### src/rtl/fpu_pkg.sv
// fpu_pkg: shared constants and the unpacked-operand type for the
// single-precision add/sub front end (fp_align_add, fp_align_shifter).
package fpu_pkg;

  localparam int EXP_W  = 8;
  localparam int FRAC_W = 23;
  localparam int GRS_W  = 3;
  localparam int EXT_W  = 27;   // hidden + fraction + guard/round/sticky
  localparam logic [EXP_W-1:0] EXP_MAX = 8'hFF;

  typedef struct packed {
    logic              sign;
    logic [EXP_W-1:0]  exp;
    logic              hidden;
    logic [FRAC_W-1:0] frac;
  } fp_unpacked_t;

  // Zero exponent flushes the operand to zero (denormals are not supported).
  function automatic fp_unpacked_t fp_unpack(input logic [31:0] x);
    fp_unpacked_t u;
    u.sign   = x[31];
    u.exp    = x[30:23];
    u.hidden = (x[30:23] != '0);
    u.frac   = u.hidden ? x[22:0] : '0;
    return u;
  endfunction

endpackage

### src/rtl/fp_align_shifter.sv
// fp_align_shifter: combinational alignment shifter for the smaller operand.
// Ports:
//   ext_in  [26:0] in   {hidden, frac, 3'b000} of the smaller operand
//   shift   [7:0]  in   exponent difference
//   aligned [26:0] out  ext_in >> shift with shifted-out bits collapsed into
//                       bit 0 (sticky); shift >= 27 saturates to a lone sticky
module fp_align_shifter
  import fpu_pkg::*;
(
  input  logic [EXT_W-1:0] ext_in,
  input  logic [EXP_W-1:0] shift,
  output logic [EXT_W-1:0] aligned
);

  logic [EXT_W-1:0] shifted;
  logic [EXT_W-1:0] lost_mask;
  logic             sticky;

  always_comb begin
    shifted   = '0;
    lost_mask = '0;
    sticky    = 1'b0;
    aligned   = '0;
    if (shift >= EXP_W'(EXT_W)) begin
      aligned = {{(EXT_W-1){1'b0}}, |ext_in};
    end else begin
      shifted   = ext_in >> shift;
      lost_mask = ~({EXT_W{1'b1}} << shift);
      sticky    = |(ext_in & lost_mask);
      aligned   = {shifted[EXT_W-1:1], shifted[0] | sticky};
    end
  end

endmodule

### src/rtl/fp_align_add.sv
// fp_align_add: front end of the binary32 adder/subtractor. Stage 1 unpacks
// and orders the operands by magnitude, stage 2 aligns the smaller mantissa
// (with G/R/S) and performs the effective add or subtract. The registered
// outputs feed normalize_rounder directly.
// Ports:
//   clk, arst (async, active-high), en (0 = every register holds)
//   in_valid, a[31:0], b[31:0], op (0 = A+B, 1 = A-B)
//   out_valid, result_mant[26:0], carry_out, exp_result[7:0], result_sign,
//   a_sign, b_sign (raw), op_out  -- all aligned with the result
// Optional build macro FPU_SPECIAL_EN adds is_nan / is_inf outputs and
// Inf/NaN handling; without it exp=0xFF operands flow as ordinary numbers.
module fp_align_add
  import fpu_pkg::*;
#(
  parameter int WIDTH = 32
) (
  input  logic             clk,
  input  logic             arst,
  input  logic             en,
  input  logic             in_valid,
  input  logic [WIDTH-1:0] a,
  input  logic [WIDTH-1:0] b,
  input  logic             op,
  output logic             out_valid,
  output logic [EXT_W-1:0] result_mant,
  output logic             carry_out,
  output logic [EXP_W-1:0] exp_result,
  output logic             result_sign,
  output logic             a_sign,
  output logic             b_sign,
  output logic             op_out
`ifdef FPU_SPECIAL_EN
  ,
  output logic             is_nan,
  output logic             is_inf
`endif
);

  // ---------------- stage 1: unpack / compare ----------------
  fp_unpacked_t ua, ub;
  logic         b_eff_sign;
  logic         eff_sub;
  logic         a_is_l;
  logic [30:0]  mag_a, mag_b;

  assign ua         = fp_unpack(a);
  assign ub         = fp_unpack(b);
  assign b_eff_sign = ub.sign ^ op;
  assign eff_sub    = ua.sign ^ b_eff_sign;
  assign mag_a      = {ua.exp, ua.frac};
  assign mag_b      = {ub.exp, ub.frac};
  assign a_is_l     = (mag_a >= mag_b);   // tie keeps A as the larger

  logic             s1_valid;
  logic [EXP_W-1:0] s1_exp_l;
  logic [EXP_W-1:0] s1_diff;
  logic [EXT_W-1:0] s1_ext_l;
  logic [EXT_W-1:0] s1_ext_s;
  logic             s1_eff_sub;
  logic             s1_sign_l;
  logic             s1_a_sign;
  logic             s1_b_sign;
  logic             s1_op;

`ifdef FPU_SPECIAL_EN
  logic a_nan, b_nan, a_inf, b_inf, nan_d;
  logic s1_nan, s1_inf;

  assign a_nan = (a[30:23] == EXP_MAX) && (a[22:0] != '0);
  assign b_nan = (b[30:23] == EXP_MAX) && (b[22:0] != '0);
  assign a_inf = (a[30:23] == EXP_MAX) && (a[22:0] == '0);
  assign b_inf = (b[30:23] == EXP_MAX) && (b[22:0] == '0);
  assign nan_d = a_nan | b_nan | (a_inf & b_inf & eff_sub);
`endif

  always_ff @(posedge clk or posedge arst) begin
    if (arst) begin
      s1_valid   <= 1'b0;
      s1_exp_l   <= '0;
      s1_diff    <= '0;
      s1_ext_l   <= '0;
      s1_ext_s   <= '0;
      s1_eff_sub <= 1'b0;
      s1_sign_l  <= 1'b0;
      s1_a_sign  <= 1'b0;
      s1_b_sign  <= 1'b0;
      s1_op      <= 1'b0;
    end else if (en) begin
      s1_valid   <= in_valid;
      s1_eff_sub <= eff_sub;
      s1_a_sign  <= ua.sign;
      s1_b_sign  <= ub.sign;
      s1_op      <= op;
      if (a_is_l) begin
        s1_exp_l  <= ua.exp;
        s1_diff   <= ua.exp - ub.exp;
        s1_ext_l  <= {ua.hidden, ua.frac, {GRS_W{1'b0}}};
        s1_ext_s  <= {ub.hidden, ub.frac, {GRS_W{1'b0}}};
        s1_sign_l <= ua.sign;
      end else begin
        s1_exp_l  <= ub.exp;
        s1_diff   <= ub.exp - ua.exp;
        s1_ext_l  <= {ub.hidden, ub.frac, {GRS_W{1'b0}}};
        s1_ext_s  <= {ua.hidden, ua.frac, {GRS_W{1'b0}}};
        s1_sign_l <= b_eff_sign;
      end
    end
  end

`ifdef FPU_SPECIAL_EN
  always_ff @(posedge clk or posedge arst) begin
    if (arst) begin
      s1_nan <= 1'b0;
      s1_inf <= 1'b0;
    end else if (en) begin
      s1_nan <= nan_d;
      s1_inf <= (a_inf | b_inf) & ~nan_d;
    end
  end
`endif

  // ---------------- stage 2: align / add ----------------
  logic [EXT_W-1:0] aligned;
  logic [EXT_W:0]   sum;
  logic [EXT_W-1:0] mant_d;
  logic [EXP_W-1:0] exp_d;
  logic             carry_d;
  logic             sign_d;

  fp_align_shifter u_shifter (
    .ext_in  (s1_ext_s),
    .shift   (s1_diff),
    .aligned (aligned)
  );

  always_comb begin
    sum     = '0;
    mant_d  = '0;
    exp_d   = s1_exp_l;
    carry_d = 1'b0;
    sign_d  = s1_sign_l;
    if (s1_eff_sub) begin
      // L >= S in magnitude, so the difference never goes negative.
      sum = {1'b0, s1_ext_l} - {1'b0, aligned};
    end else begin
      sum     = {1'b0, s1_ext_l} + {1'b0, aligned};
      carry_d = sum[EXT_W];
    end
    mant_d = sum[EXT_W-1:0];
    // x - x yields +0 regardless of the operand signs.
    if (s1_eff_sub && (sum[EXT_W-1:0] == '0)) sign_d = 1'b0;
`ifdef FPU_SPECIAL_EN
    if (s1_nan || s1_inf) begin
      exp_d  = EXP_MAX;
      mant_d = '0;
      if (s1_nan) mant_d[25] = 1'b1;   // quiet-NaN bit in the fraction MSB
    end
`endif
  end

  always_ff @(posedge clk or posedge arst) begin
    if (arst) begin
      out_valid   <= 1'b0;
      result_mant <= '0;
      carry_out   <= 1'b0;
      exp_result  <= '0;
      result_sign <= 1'b0;
      a_sign      <= 1'b0;
      b_sign      <= 1'b0;
      op_out      <= 1'b0;
    end else if (en) begin
      out_valid   <= s1_valid;
      result_mant <= mant_d;
      carry_out   <= carry_d;
      exp_result  <= exp_d;
      result_sign <= sign_d;
      a_sign      <= s1_a_sign;
      b_sign      <= s1_b_sign;
      op_out      <= s1_op;
    end
  end

`ifdef FPU_SPECIAL_EN
  always_ff @(posedge clk or posedge arst) begin
    if (arst) begin
      is_nan <= 1'b0;
      is_inf <= 1'b0;
    end else if (en) begin
      is_nan <= s1_nan;
      is_inf <= s1_inf;
    end
  end
`endif

endmodule

### config.mk
export PLATFORM = sky130hd
export DESIGN_NAME = fp_align_add
export DESIGN_NICKNAME = d
export VERILOG_FILES = /design/src/rtl/fpu_pkg.sv /design/src/rtl/fp_align_shifter.sv /design/src/rtl/fp_align_add.sv
export SDC_FILE = /design/constraint.sdc
export NUM_CORES = 1
export LEC_CHECK = 0
export ABC_AREA = 1
export ABC_CLOCK_PERIOD_IN_PS = 5300
export CORE_MARGIN = 2
export CORE_UTILIZATION = 35
export DETAILED_ROUTE_END_ITERATION = 10
export GPL_TIMING_DRIVEN = 1
export SYNTH_ARGS = -nofsm -noshare
export SYNTH_HDL_FRONTEND = slang
export SYNTH_HIERARCHICAL = 1
export SYNTH_SLANG_ARGS = --single-unit
export TNS_END_PERCENT = 10
### constraint.sdc
create_clock -name clk -period 5.3 [get_ports clk]
set_clock_uncertainty 0.2 [all_clocks]
set_input_delay 1.59 -clock clk [delete_from_list [all_inputs] [get_ports clk]]
set_output_delay 1.59 -clock clk [all_outputs]
set_load 0.02 [all_outputs]
==> impl_metrics.ini <==
[sta]
slew_viol_final = 0
setup_slack_ps = 616
fin_hold_ws_ps = 282
fmax_mhz = 214
period_minus_slack_ps = 4680
period_share = 0.884
rsz0062_at_grt = no
fin_setup_tns_ps = 0
hold_viol = 0
tightestPinTransition_ps = 1020
setup_viol = 0
slew_headroom = 0.319

[routing]
drc = 0
dr.pass1.iters = 8
drtIter0Drc = 1430
drt_wl_total_um = 43200
viasPerCell = 5.23
antenna_left = 0
avgRoutedWirePerCell_um = 17.3
vias = 13100

[clock_tree]
hold_buffers = 0
clkTransAtPathRegs_ps = 90
tritoncts = done
cts_made_buffers = 9
cts_htree_levels = 3
root_buffer = clkbuf_16
clk_latency_ps = 370
cts_repair_resize_count = 0
postCtsSetupRepairBufs = 0
cts_sinks = 111
cts_buffer_depth = 2

[critical_path]
worstPathRequired_ps = 5360
slowest_delay_ps = 520
worstRegToRegCells = 24
cp.buffers_inverters = 2
crit_slowest_cell = nor2_4
critPathTopFamily = simple AND/OR/NAND/NOR gates
cp-end-kind = flop
path_depth = 24
arrival_ps = 4750
cp_max_fo = 26
critPathLaunchType = flop
crit_chain = nor2_4 > nand2_1 > o21ai_1 > o211ai_1 > nand3_1 > nand2_1 > nor2_1 > ha_1 > inv_1 > fa_1 > inv_1 > nand3_1 > nand2_1 > nand2_1 > nand3_1 > nand2_1 > nand2_1 > nand3_1 > nand2_1 > nand3_1 > nor2_1 > nand3_1 > nand2_1 > nand2_1
worstReg2RegStart = s1_diff[7]
path_common_cell = nand2_1
critPathKind = flop to flop
reg2reg_to = result_sign
rrSetupSlack_ps = 620

[floorplan]
die_y_um = 189
dieWidth_um = 189
die_area_mm2 = 0.0356
rows = 67
io_pins = 110
core_area_mm2 = 0.0336
start_util = 0.355

[power_and_ir_drop]
total_power_uw = 3810
leakage_uw = 0.00700
vdd_drop_max_uv = 158
p_per_area_mw_per_mm2 = 278

[synth]
yosys_warnings = 6
yosysUniqueCellTypes = 53
yosys_register_bits = 111
yosys.area_share.xor_xnor = 0.0117
netlist_area_mm2 = 0.0119
synth_mux_area_frac = 0
synth_top_family_by_area = simple AND/OR/NAND/NOR gates
synth_enable_flop_cells = 0
synth_compound_area_frac = 0.143
synthSimpleGateAreaFrac = 0.392
synth_seq_area_share = 0.232
synthFlopType = dfrtp_1
synth_cells = 1982
async_reset_ff_frac = 1.00
synthAdderAreaFrac = 0.0951
synth_area_per_cell_um2 = 6.03

[outcome]
status = complete, no violations

[grt]
antenna_found_initial = 0
grt_overflow_total = 0
grt_pass1_wl_um = 67800
grt_usage = 0.242
grt_pass1_vias = 12300
grt_max_degree = 102

[placement]
io_buffers = 109
gp_congestion = 0.996
pre_cts_slack_ps = 308
place_hpwl_um = 34600

[finish]
final_common_cell = nand2_1
most-common-layout-cells = nand2_1, inv_1, nand3_1, nor2_1, a21oi_1
final_nets = 2204
antennaDiodeCount = 0
drive_gt1_frac = 0.0512
final_util = 0.408
area_growth_pct = 14.8

[worst_hold_path]
hold_depth = 2
hp-class = flop to flop
holdPathEnd = exp_result[4]
min_from = exp_result[4]

[job]
cap_violations = 0
## routing by layer
layer / vias to the layer above / part of all wire / global-route usage
met1: 5939 / 0.44 / 0.329
met4: 0 / 0.041 / 0.101
li1: 6491 / - / -
met3: 83 / 0.077 / 0.0384
met5: - / 0 / 0
met2: 558 / 0.44 / 0.380
## worst min-delay path: cells and delay by family, from the launching register on
| family | cells | cell delay, ps |
|---|---|---|
| DFF | 1 | 350 |
| and+or+nand+nor | 2 | 110 |
## logic make-up (layout without fill, tap and decap cells)
group / after synthesis / count (layout)
and+or+nand+nor: 1104 / 1104
buffers and inverters: 349 / 414
AOI/OAI and AO/OA: 312 / 312
DFF: 111 / 111
adders and majority gates: 89 / 89
xor gates and xnor gates: 16 / 16
other: 1 / 5
## stage by stage
stage / std cells / instance area [µm²]
global placement: 2483 / 13400
CTS: 2499 / 13700
finish: 2499 / 13700
floorplan: 1986 / 12000
global route: 2499 / 13700
detailed placement: 2483 / 13400
## power by group
| part | internal, µW | switching, µW |
|---|---|---|
| registers | 984 | 177 |
| logic | 650 | 1260 |
| clock network | 347 | 387 |
| total | 1980 | 1830 |
## cell type report
type / instances / area (µm²)
fillers: 3628 / 19900
multi-input cells: 1526 / 7680
flip-flops and latches: 111 / 2780
repair buffers: 141 / 1400
inverters: 257 / 972
well taps: 448 / 561
clock buffers: 9 / 225
clock inverters: 7 / 91.3
## registers in the layout, summed over array words and instances (netlist names)
| name | cells |
|---|---|
| result_mant | 27 |
| s1_ext_l | 24 |
| s1_ext_s | 24 |
| exp_d | 8 |
| exp_result | 8 |
| s1_diff | 8 |
| a_sign | 1 |
| b_sign | 1 |
| carry_out | 1 |
| op_out | 1 |
| out_valid | 1 |
| result_sign | 1 |
| s1_a_sign | 1 |
| s1_b_sign | 1 |
| s1_eff_sub | 1 |
| s1_op | 1 |
| s1_sign_l | 1 |
| s1_valid | 1 |
## Yosys cell counts, types with 3 or more instances
cell,n,share of area
a21oi_1,144,0.060
a21oi_2,3,0.0022
a31oi_1,28,0.015
buf_1,6,0.0019
buf_2,29,0.012
buf_4,11,0.0069
buf_6,13,0.012
clkbuf_1,32,0.010
dfrtp_1,111,0.23
fa_1,3,0.0050
ha_1,86,0.090
inv_1,242,0.076
inv_2,12,0.0038
nand2_1,642,0.20
nand2_2,7,0.0037
nand3_1,190,0.080
nand3_2,7,0.0059
nand4_1,31,0.016
nor2_1,188,0.059
nor2_2,6,0.0031
nor2_4,3,0.0028
nor3_1,11,0.0046
nor4_1,5,0.0026
o211ai_1,7,0.0044
o211ai_2,3,0.0031
o21a_1,3,0.0019
o21ai_0,86,0.036
o21ai_1,20,0.0084
o21ai_2,4,0.0029
o21bai_1,7,0.0044
xnor2_1,4,0.0029
xor2_1,12,0.0088
## how the worst max path moves through the flow
stage                    start            to  slack, ps
finish              s1_diff[7]   result_sign        620
global route        s1_diff[7]   result_sign        190
CTS                      a[28]  s1_ext_s[17]        700
detailed placement       a[28]  s1_ext_s[17]        310
global placement         a[28]  s1_ext_s[17]        330
floorplan                 arst        a_sign        580
(Power assumes the default switching activity.)
